`src/rtl/bounce_pkg.sv`:
```
// rtl/bounce_pkg.sv - shared encodings and constants for the switch-bounce emulator
package bounce_pkg;

  typedef enum logic [1:0] {
    ST_STABLE = 2'b00,
    ST_BOUNCE = 2'b01,
    ST_SETTLE = 2'b10
  } state_t;

  localparam logic [15:0] LFSR_TAPS    = 16'hB400;
  localparam logic [15:0] DEFAULT_SEED = 16'hACE1;

  // Longest glitch segment and settle segment for a hold-counter width n
  function automatic int seg_max(input int n);
    return 1 << (n - 1);
  endfunction

  function automatic int settle_len(input int n);
    return 1 << (n + 1);
  endfunction

endpackage

```
`src/rtl/sw_bounce_gen_lfsr16.sv`:
```
// rtl/sw_bounce_gen_lfsr16.sv - free-running 16-bit Fibonacci LFSR, x^16+x^14+x^13+x^11+1
module lfsr16
  import bounce_pkg::*;
#(
  parameter logic [15:0] SEED = DEFAULT_SEED
) (
  input  logic        clk,
  input  logic        reset_n,
  output logic [15:0] q
);

  always_ff @(posedge clk or negedge reset_n) begin
    if (!reset_n) begin
      q <= SEED;
    end else begin
      q <= {q[14:0], ^(q & LFSR_TAPS)};
    end
  end

endmodule

```
`src/rtl/sw_bounce_gen.sv`:
```
// rtl/sw_bounce_gen.sv - turns a clean level into a bouncing switch waveform on sw
module sw_bounce_gen
  import bounce_pkg::*;
#(
  parameter int          N    = 5,
  parameter logic [15:0] SEED = DEFAULT_SEED
) (
  input  logic clk,
  input  logic reset_n,
  input  logic lvl_in,
  input  logic bounce_en,
  output logic sw,
  output logic busy,
  output logic done_tick
);

  // 2^(N+1) truncates to zero in N+1 bits; counting down from 0 wraps and still yields 2^(N+1) cycles
  localparam int         SETTLE_LEN = settle_len(N);
  localparam logic [N:0] HCNT_ONE   = {{N{1'b0}}, 1'b1};

  state_t     state_q, state_d;
  logic       cur_q, cur_d;
  logic       tgt_q, tgt_d;
  logic       sw_q, sw_d;
  logic       tick_q, tick_d;
  logic [2:0] gcnt_q, gcnt_d;
  logic [N:0] hcnt_q, hcnt_d;
  logic [N:0] seg_len;
  logic [15:0] lfsr;
  logic       unused_lfsr;

  lfsr16 #(.SEED(SEED)) u_lfsr (
    .clk     (clk),
    .reset_n (reset_n),
    .q       (lfsr)
  );

  assign seg_len     = {2'b00, lfsr[N-2:0]} + HCNT_ONE;
  assign unused_lfsr = ^lfsr[15:N-1];

  always_ff @(posedge clk or negedge reset_n) begin
    if (!reset_n) begin
      state_q <= ST_STABLE;
      cur_q   <= 1'b0;
      tgt_q   <= 1'b0;
      sw_q    <= 1'b0;
      tick_q  <= 1'b0;
      gcnt_q  <= 3'd0;
      hcnt_q  <= '0;
    end else begin
      state_q <= state_d;
      cur_q   <= cur_d;
      tgt_q   <= tgt_d;
      sw_q    <= sw_d;
      tick_q  <= tick_d;
      gcnt_q  <= gcnt_d;
      hcnt_q  <= hcnt_d;
    end
  end

  always_comb begin
    state_d = state_q;
    cur_d   = cur_q;
    tgt_d   = tgt_q;
    sw_d    = sw_q;
    tick_d  = 1'b0;
    gcnt_d  = gcnt_q;
    hcnt_d  = hcnt_q;
    case (state_q)
      ST_STABLE: begin
        sw_d = cur_q;
        if (lvl_in != cur_q) begin
          sw_d = lvl_in;
          if (!bounce_en) begin
            cur_d  = lvl_in;
            tick_d = 1'b1;
          end else begin
            tgt_d   = lvl_in;
            gcnt_d  = lfsr[2:0];
            hcnt_d  = seg_len;
            state_d = ST_BOUNCE;
          end
        end
      end
      ST_BOUNCE: begin
        if (hcnt_q == HCNT_ONE) begin
          hcnt_d = seg_len;
          if (sw_q == tgt_q) begin
            sw_d = ~tgt_q;
          end else if (gcnt_q != 3'd0) begin
            gcnt_d = gcnt_q - 3'd1;
            sw_d   = tgt_q;
          end else begin
            sw_d    = tgt_q;
            hcnt_d  = SETTLE_LEN[N:0];
            state_d = ST_SETTLE;
          end
        end else begin
          hcnt_d = hcnt_q - HCNT_ONE;
        end
      end
      ST_SETTLE: begin
        sw_d = tgt_q;
        if (hcnt_q == HCNT_ONE) begin
          cur_d   = tgt_q;
          state_d = ST_STABLE;
        end else begin
          hcnt_d = hcnt_q - HCNT_ONE;
        end
      end
      default: begin
        state_d = ST_STABLE;
        sw_d    = cur_q;
      end
    endcase
  end

  assign sw        = sw_q;
  assign busy      = (state_q != ST_STABLE);
  // Bypass tick is registered; the settle tick marks the last SETTLE cycle itself
  assign done_tick = tick_q | ((state_q == ST_SETTLE) && (hcnt_q == HCNT_ONE));

endmodule

```
`config.mk`:
```
export PLATFORM = sky130hd
export DESIGN_NAME = sw_bounce_gen
export DESIGN_NICKNAME = d
export VERILOG_FILES = /design/src/rtl/bounce_pkg.sv /design/src/rtl/sw_bounce_gen_lfsr16.sv /design/src/rtl/sw_bounce_gen.sv
export SDC_FILE = /design/constraint.sdc
export NUM_CORES = 1
export LEC_CHECK = 0
export BUFFER_PORTS_ARGS = -buffer_cell sky130_fd_sc_hd__buf_2
export CAP_MARGIN = 15
export CORE_AREA = 2 2 54 56
export DETAILED_ROUTE_END_ITERATION = 10
export DIE_AREA = 0 0 56 58
export PLACE_DENSITY = 0.75
export SETUP_SLACK_MARGIN = 0.2
export SYNTH_ARGS = -nofsm -noshare
export SYNTH_HDL_FRONTEND = slang
export SYNTH_SLANG_ARGS = --single-unit
```
`constraint.sdc`:
```
create_clock -name clk -period 2 [get_ports clk]
set_clock_uncertainty 0.1 [all_clocks]
set_input_delay 0 -clock clk [delete_from_list [all_inputs] [get_ports clk]]
set_output_delay 0 -clock clk [all_outputs]
set_load 0.05 [all_outputs]
```
* After elaboration in Yosys (flattened, before gate mapping) *
Index checks and enable logic that the tools add are counted.

word-level totals
  register bits after elaboration = 31
  word-level logic and storage cells = 71

operators by class
  add/sub/neg operators = 3
  equality and inequality tests = 14
  mux-type cells = 31
  bitwise gates (word level) = 2
  reductions and logical operators = 13

operator list
  cell                 number
  $mux 6               4
  $ne 2x2->1 const B   9
  $pmux 6 s3           1
  $reduce_xor 16->1    1
  $mux 3               5
  $mux 2               6
  $reduce_and 6->1     2
  $mux 5               2
  $mux 1               9
  $reduce_and 4->1     2
  $eq 6x1->1 const B   1
  $pmux 2 s3           1
  $pmux 3 s2           1
  $reduce_bool 2->1    3
  $reduce_bool 3->1    2
  $sub 6x1->6 const B  1
  $add 4x1->5 const B  1
  $pmux 1 s3           1
  $reduce_and 3->1     1
  $sub 3x1->3 const B  1
  $eq 2x1->1 const B   1
  $eq 2x2->1 const B   1
  $logic_not 2->1      1
  $pmux 1 s2           1
  other kinds (5)      5

* Depth between registers and ports, before layout *
Gate-level depths: netlist of the first run.

  depth in word-level cells = 5
  gate-level depth with buffers = 8
  gate-level depth less buffers = 8

* Modules after synthesis *
A second synthesis of the first run with hierarchy kept.

second synthesis, totals
  cell total of the unflattened synthesis = 156
  area total of the unflattened synthesis = 1660.3 µm²

by module, submodules not included
  module         times used  cells each  area an instance (µm²)
  sw_bounce_gen  1           137         1223.7
  lfsr16         1           19          436.7

* Worst setup path before layout of the first run *
Ideal clock, no wire load.

  path type = reg-to-reg
  start = register state_q[1]
  end = register gcnt_q[0]
  setup time = 0.079 ns
  arrival = 1.619 ns
  data required time = 1.821 ns
  setup slack = 0.201 ns
  stages on the path, launching flop included = 7
  buffers on the path = 0
  period minus slack after synthesis = 1.799 ns
  path through = dfrtp_1 inv_1 ha_1 inv_1 nor2_1 o21ai_1 mux2i_1

between the ends
  word-level cells in the longest chain between the ends = 3

ends and longest elaborated chain
  item                                                       RTL line             text
  from (decl)                                                sw_bounce_gen.sv:21  state_t state_q, state_d;
  from (signal assigned)                                     sw_bounce_gen.sv:51  state_q <= state_d;
  $eq 2x1->1 or $logic_not 2->1 (tied branches)              sw_bounce_gen.sv:69  case (state_q)
  $ne 2x2->1 (no line) or $reduce_bool 2->1 (tied branches)  n/a
  $reduce_and 6->1 (no line)                                 n/a
  to (signal assigned)                                       sw_bounce_gen.sv:56  gcnt_q <= gcnt_d;
  to (decl)                                                  sw_bounce_gen.sv:26  logic [2:0] gcnt_q, gcnt_d;

Several ways; a longest one is shown, not always the timed one.
A chain may end at the register's enable or synchronous reset.

* Final worst setup path of the first run *
  start = register cur_q
  end = register hcnt_q[4]

between the ends
  word-level cells in the longest chain between the ends = 3

ends and longest elaborated chain
  item                        RTL line             text
  from (decl)                 sw_bounce_gen.sv:22  logic cur_q, cur_d;
  from (signal assigned)      sw_bounce_gen.sv:52  cur_q <= cur_d;
  $ne 1x1->1                  sw_bounce_gen.sv:72  if (lvl_in != cur_q) begin
  $ne 2x2->1 (no line)        n/a
  $reduce_and 4->1 (no line)  n/a
  to (signal assigned)        sw_bounce_gen.sv:57  hcnt_q <= hcnt_d;
  to (decl)                   sw_bounce_gen.sv:27  logic [N:0] hcnt_q, hcnt_d;

No other way between the ends.

==> results.json, run 1 <==
{
  "num_vias": 1198,
  "avgViaCountPerCell": 5.87,
  "drcViolationCount": 0,
  "synth_seq_cells": 31,
  "vdd_drop_max_uv": 699,
  "gp_congestion": 0.930,
  "n_antenna_cell": 0,
  "arrival_ns": 1.96,
  "setup_violations": 0,
  "wl_per_cell_um": 17.4,
  "crit_chain": "inv_2 -> ha_4 -> nand2b_4 -> a21o_1 -> nor3_4 -> buf_4 -> nand3_2 -> nand3_2",
  "path_clk_slew_ns": 0.10,
  "synth-compound-area-share": 0.162,
  "power.share.clock": 0.435,
  "power.leakage_uw": 0.000909,
  "reg2reg_depth": 8,
  "synth_edf_count": 0,
  "grt_pass1_vias": 1074,
  "cts_tree": "done",
  "synth_top_family_by_area": "compound AO/OA/AOI/OAI gates",
  "netlist_top_cells_area": "dfrtp_1 38%, dfstp_2 14%, ha_1 9.1%",
  "ys_warn_count": 0,
  "dieWidth_um": 56,
  "ant_nets": 0,
  "cts_buffer_depth": 2,
  "clkSinkCount": 31,
  "synth.area.mux_share": 0.0404,
  "cp_common_cell": "nand3_2",
  "syn_inst": 141,
  "core_um2": 2660,
  "required_ns": 2.17,
  "max_freq_ghz": 0.559,
  "clock_latency_ns": 0.32,
  "slew_violations": 0,
  "r2r_setup_slack_ns": 0.21,
  "dieArea_um2": 3250,
  "crit_path_end_kind": "flop",
  "syn-num-nets": 156,
  "seq_area_frac_synth": 0.518,
  "layout_common_cells": "21 x dfrtp_1, 17 x buf_4, 10 x inv_1, 10 x nand2_1, 10 x o21ai_0",
  "cts_buffers": 5,
  "slowest_stage": "dfrtp_1",
  "dp_hpwl_um": 2050,
  "p_per_area_nw_per_um2": 605,
  "syn_to_final_growth_pct": 26.9,
  "maxSlewHeadroom": 0.534,
  "worstPathMaxFanout": 5,
  "layout.nets": 187,
  "synth_top_cell_area_share": 0.380,
  "ios": 7,
  "rsz0062_at_grt": "yes",
  "synth_cell_types": 35,
  "whs_ns": 0.147,
  "firstDrtPassIters": 4,
  "drv_cap": 0,
  "synth-xor-area-share": 0.0347,
  "r2r-start": "cur_q$_DFFE_PN0P_",
  "switching_share": 0.198,
  "avgSynthCellArea_um2": 10.8,
  "comb_power_share": 0.026,
  "tightest_slew_ns": 0.699,
  "setup_tns_ns": 0,
  "synthAdderAreaFrac": 0.0908,
  "grt_max_degree": 32,
  "initial_utilization": 0.570,
  "slowest_delay_ns": 0.42,
  "final-hold-violation-count": 0,
  "die-height_um": 58,
  "grt_overflow": 0,
  "hold_path_class": "input pin to async pin",
  "syn-cell-area_um2": 1520,
  "async_reset_ff_frac": 1.00,
  "num_rows": 19,
  "min_period_ns": 1.79,
  "postRouteWirelength_um": 3540,
  "h-tree-depth": 2,
  "synthFlopType": "dfrtp_1",
  "dpl_cell_area_um2": 1610,
  "critPathKind": "flop to flop",
  "seqPwrFrac": 0.539,
  "power.switching_uw": 231,
  "rr_endpoint": "hcnt_q[4]$_DFFE_PN0P_",
  "synth_top_area_cell": "dfrtp_1",
  "start_kind": "flop",
  "outcome": "finished clean",
  "drt_iter0_markers": 56,
  "grt_pass1_wl_um": 4970,
  "root_buffer": "clkbuf_4",
  "antenna_found_initial": 0,
  "intPower_uw": 933,
  "design_area_um2": 1920,
  "mostFrequentLayoutCell": "dfrtp_1",
  "portBuffers": 6,
  "synth_simple_gate_area_frac": 0.112,
  "track_usage": 0.207,
  "min_period_over_period": 0.894,
  "drive_gt1_frac": 0.353
}
==> cells in the mapped netlist, types with 4 or more instances <==
cell type	n
a31oi_1	4
ha_1	11
nor2_1	7
nand3_1	4
mux2i_1	5
a21oi_1	7
o21ai_1	4
nand2_1	10
a21o_1	4
dfstp_2	8
o21ai_0	12
xnor2_1	4
dfrtp_1	23
inv_1	13
==> power groups by stage <==
stage                     logic (µW)  registers [µW]  clock network [µW]
final                           29.9             627                 506
after global routing            33.2             627                 547
after floorplan                 2.58             639                   0
after global placement          18.7             639                   0
after detailed placement        19.3             639                   0
after CTS                       24.7             627                 516
==> cell families after synthesis <==
family / count (synthesis)
compound gates: 40
buf+inv: 15
fa+ha+maj: 11
xor+xnor: 6
simple gates: 32
flops: 31
mux: 6
==> cell type report <==
type / instances / area, µm²
timing repair buffer: 26 / 190
tap: 31 / 38.8
clock buffer: 6 / 51.3
multi-input combinational: 95 / 772
sequential: 31 / 788
clock inverter: 2 / 35.0
inverter: 13 / 48.8
fill: 181 / 738
==> per-stage QoR <==
stage / worst slack (ns) / util / power [µW] / cells
after floorplan: 0.201 / - / 642 / 141
after global placement: 0.166 / 0.604 / 658 / 181
after detailed placement: 0.146 / 0.604 / 658 / 181
after CTS: 0.136 / 0.656 / 1170 / 193
after global routing: 0.129 / 0.723 / 1210 / 204
final: 0.211 / 0.723 / 1160 / 204
==> routing by layer <==
| metal | track usage | routed length (µm) |
|---|---|---|
| met3 | 0.0603 | 138 |
| met2 | 0.334 | 1830 |
| met1 | 0.264 | 1480 |
| met4 | 0.0850 | 96 |
| met5 | 0 | 0 |
==> critical path, delay by kind of cell (launching register included) <==
kind                       cells  cell delay, ns
AOI/OAI and AO/OA              1            0.19
adders and majority gates      1            0.21
buffers and inverters          2            0.24
DFF                            1            0.42
and+or+nand+nor                4            0.57
==> state kept, by name, indices dropped and copies added (netlist names) <==
register	flops
u_lfsr.q	16
cur_q	1
tick_q	1
gcnt_q	3
state_q	2
tgt_q	1
hcnt_q	6
sw	1
==> repair_timing <==
item,CTS,global route
endpoints found under the setup margin,11,13
hold buffers,3,0
resized for setup,5,21
pin swaps,1,5
endpoints found under the hold margin,25,0
setup buffers,1,11
==> how the worst max path moves through the flow <==
stage	from	end	cells past startpoint
floorplan	state_q[1]$_DFFE_PN0P_	gcnt_q[0]$_DFFE_PN0P_	6
global placement	cur_q$_DFFE_PN0P_	state_q[0]$_DFFE_PN0P_	7
detailed placement	cur_q$_DFFE_PN0P_	hcnt_q[5]$_DFFE_PN0P_	7
CTS	hcnt_q[2]$_DFFE_PN0P_	done_tick	4
global route	cur_q$_DFFE_PN0P_	hcnt_q[4]$_DFFE_PN0P_	8
finish	cur_q$_DFFE_PN0P_	hcnt_q[4]$_DFFE_PN0P_	8
Power figures use the tool's default switching activity.
==> inputs of run 2 (changes only) <==
- ABC_AREA: unset -> 1
- CORE_AREA: 2 2 54 56 -> 2 2 58 60
- DIE_AREA: 0 0 56 58 -> 0 0 60 62
- PLACE_DENSITY: 0.75 -> 0.71
- clock period: 2 -> 1.55 ns (I/O delays scaled with it)
==> run 2 against run 1 <==
The flow now finishes with violations (negative setup slack). Critical path type unchanged. Highest routed layer unchanged. Largest cell class is now multi-input combinational cells. First-iteration DRC count rose by 7.1%. Flip-flop and latch count unchanged. Total power rose to 3.9 times the previous value. Worst setup slack lost 0.24 ns. Via count rose by 3.8%. Clock power up 31%. Critical endpoint is now hcnt_q[5]$_DFFE_PN0P_. Synthesized area grew 4.7%.
==> results.json, run 2 <==
{
  "drive_gt1_frac": 0.385,
  "dieWidth_um": 60,
  "synth_edf_count": 0,
  "violations": "negative setup slack",
  "dpl_cell_area_um2": 1750,
  "grt_max_degree": 32,
  "wl_per_cell_um": 12.8,
  "min_period_over_period": 1.02,
  "min_period_ns": 1.58,
  "synth_top_area_cell": "dfrtp_1",
  "ios": 7,
  "track_usage": 0.202,
  "async_reset_ff_frac": 1.00,
  "tightest_slew_ns": 0.676,
  "crit_chain": "inv_2 -> ha_1 -> inv_2 -> a21oi_4 -> nor2_4 -> o21ai_4 -> inv_4 -> nand2_1 -> and2_1",
  "seqPwrFrac": 0.252,
  "num_vias": 1243,
  "cts_tree": "done",
  "power.switching_uw": 1960,
  "cts_buffer_depth": 2,
  "netlist_top_cells_area": "dfrtp_1 36%, dfstp_2 13%, nand2_1 9.5%",
  "synth_seq_cells": 31,
  "postRouteWirelength_um": 3260,
  "slew_violations": 0,
  "synth.area.mux_share": 0,
  "setup_ws_ns": -0.0288,
  "vdd_drop_max_uv": 1020,
  "clock_latency_ns": 0.33,
  "layout_common_cells": "35 x nand2_1, 20 x dfrtp_1, 14 x inv_1",
  "layout.nets": 222,
  "dieArea_um2": 3720,
  "maxSlewHeadroom": 0.549,
  "slowest_stage": "dfrtp_1",
  "comb_power_share": 0.601,
  "avgViaCountPerCell": 4.89,
  "synth_top_cell_area_share": 0.362,
  "synth_top_family_by_area": "simple AND/OR/NAND/NOR gates",
  "path_clk_slew_ns": 0.10,
  "hp-start": "lvl_in",
  "power.share.clock": 0.147,
  "rsz0062_at_grt": "yes",
  "drt_iter0_markers": 60,
  "multi_input_area_um2": 838,
  "design_area_um2": 2080,
  "num_rows": 21,
  "grt_pass1_vias": 1217,
  "n_antenna_cell": 0,
  "synth_cell_types": 30,
  "mostFrequentLayoutCell": "nand2_1",
  "synthFlopType": "dfrtp_1",
  "synth_simple_gate_area_frac": 0.220,
  "synth-xor-area-share": 0.0331,
  "cts_buffers": 5,
  "syn_inst": 178,
  "critPathKind": "flop to flop",
  "cp_common_cell": "inv_2",
  "clkSinkCount": 31,
  "fin_cells": 254,
  "die-height_um": 62,
  "syn-cell-area_um2": 1590,
  "avgSynthCellArea_um2": 8.92,
  "setup_violations": 5,
  "crit_path_end_kind": "flop",
  "hold_path_class": "input pin to flop",
  "core_um2": 3180,
  "slowest_delay_ns": 0.38,
  "largest_reg_flops": 16,
  "worstPathMaxFanout": 7,
  "drv_cap": 0,
  "synth_common_cells": "40 x nand2_1, 23 x dfrtp_1, 23 x inv_1, 13 x nor2_1, 12 x nand3_1",
  "final-hold-violation-count": 0,
  "synthAdderAreaFrac": 0.0867,
  "max_freq_ghz": 0.633,
  "root_buffer": "clkbuf_4",
  "setup_tns_ns": -0.0840,
  "h-tree-depth": 2,
  "firstDrtPassIters": 4,
  "arrival_ns": 1.70,
  "seq_area_frac_synth": 0.495,
  "yosysMostFrequentCell": "nand2_1",
  "ys_warn_count": 0,
  "placed_cells": 234,
  "grt_pass1_wl_um": 5410,
  "switching_share": 0.434,
  "p_total_uw": 4510,
  "intPower_uw": 2550,
  "p_per_area_nw_per_um2": 2170,
  "r2r-start": "cur_q$_DFFE_PN0P_",
  "syn_to_final_growth_pct": 31.2,
  "synth-compound-area-share": 0.0969,
  "portBuffers": 6,
  "ant_nets": 0,
  "dp_worst_setup_slack_ns": -0.0159,
  "initial_utilization": 0.499,
  "drcViolationCount": 0,
  "outcome": "finished, violations left",
  "startpoint": "cur_q$_DFFE_PN0P_",
  "fill_cells": 239,
  "dp_hpwl_um": 2010,
  "required_ns": 1.67,
  "power.leakage_uw": 0.000970,
  "antenna_found_initial": 0,
  "gp_congestion": 0.926,
  "largestRegisters": "u_lfsr.q: 16 flops, hcnt_q: 6 flops, gcnt_q: 3 flops",
  "syn-num-nets": 193,
  "start_kind": "flop",
  "seqCellArea_um2": 790,
  "regMostFlops": "u_lfsr.q",
  "grt_overflow": 0
}
## run 2: cell types whose count changed in the layout (fill, tap and decap cells not counted), moves of 4 or more
cell / delta
a21o_1: -4
buf_4: -4
inv_1: +4
inv_2: +5
mux2i_1: -5
nand2_1: +25
nand2_2: +6
nand3_1: +9
o21ai_0: -5
## run 2: repair_timing
action                                  in CTS  in global routing
setup buffers                                6                  3
resized for setup                           23                 16
endpoints found under the hold margin       29                  0
pin swaps                                   13                 10
endpoints found under the setup margin      15                 16
hold buffers                                 3                  0
## run 2: final timing paths
path | end | slack (ns) | cells past startpoint
max in group asynchronous | hcnt_q[2]$_DFFE_PN0P_ | 0.73 | 2
min | sw$_DFFE_PN0N_ | 0.12 | 6
min reg2reg | u_lfsr.q[9]$_DFF_PN0_ | 0.26 | 0
min in group asynchronous | gcnt_q[2]$_DFFE_PN0P_ | 0.13 | 2
max | hcnt_q[5]$_DFFE_PN0P_ | -0.03 | 9
max reg2reg | hcnt_q[5]$_DFFE_PN0P_ | -0.03 | 9
## run 2: through the flow
step	hold slack (ns)	util
after global placement	-0.0396	0.551
after CTS	0.0959	0.632
final	0.116	0.655
after floorplan	-0.396	-
after global routing	0.174	0.655
after detailed placement	-0.0212	0.551
## run 2: cell families after synthesis
kind of cell	Yosys count
buffers and inverters	27
adder cells (fa/ha/maj)	11
XOR/XNOR	6
AO/OA/AOI/OAI	27
AND/OR/NAND/NOR	76
flip-flops	31
## run 2: power by group through the flow
stage | Clock, µW | Combinational, µW | Sequential (µW)
2_1_floorplan | 0 | 1560 | 1160
3_3_place_gp | 0 | 1980 | 1130
3_5_place_dp | 0 | 2030 | 1140
4_1_cts | 681 | 2440 | 1130
5_1_grt | 722 | 3000 | 1150
6_report | 662 | 2720 | 1140
## run 2: area by class of cell
| cell class | instances | area share |
|---|---|---|
| Inverter | 25 | 0.0511 |
| Multi-Input combinational cell | 120 | 0.402 |
| Clock buffer | 6 | 0.0246 |
| Timing Repair Buffer | 24 | 0.0985 |
| Clock inverter | 2 | 0.0168 |
| Tap cell | 46 | 0.0276 |
| Sequential cell | 31 | 0.379 |
## run 2: layer usage
layer  vias to the layer above  track usage  wire length [µm]
li1                        632            -                 -
met1                       578        0.250              1470
met2                        21        0.326              1600
met3                        12       0.0600                88
met4                         0       0.0984                97
met5                         -            0                 0
## run 2: critical path: cells and delay by family (launching register included)
family	cells	cell delay [ns]
AND/OR/NAND/NOR	3	0.32
adder cells (fa/ha/maj)	1	0.27
AO/OA/AOI/OAI	2	0.17
flip-flops	1	0.38
buffers and inverters	3	0.23
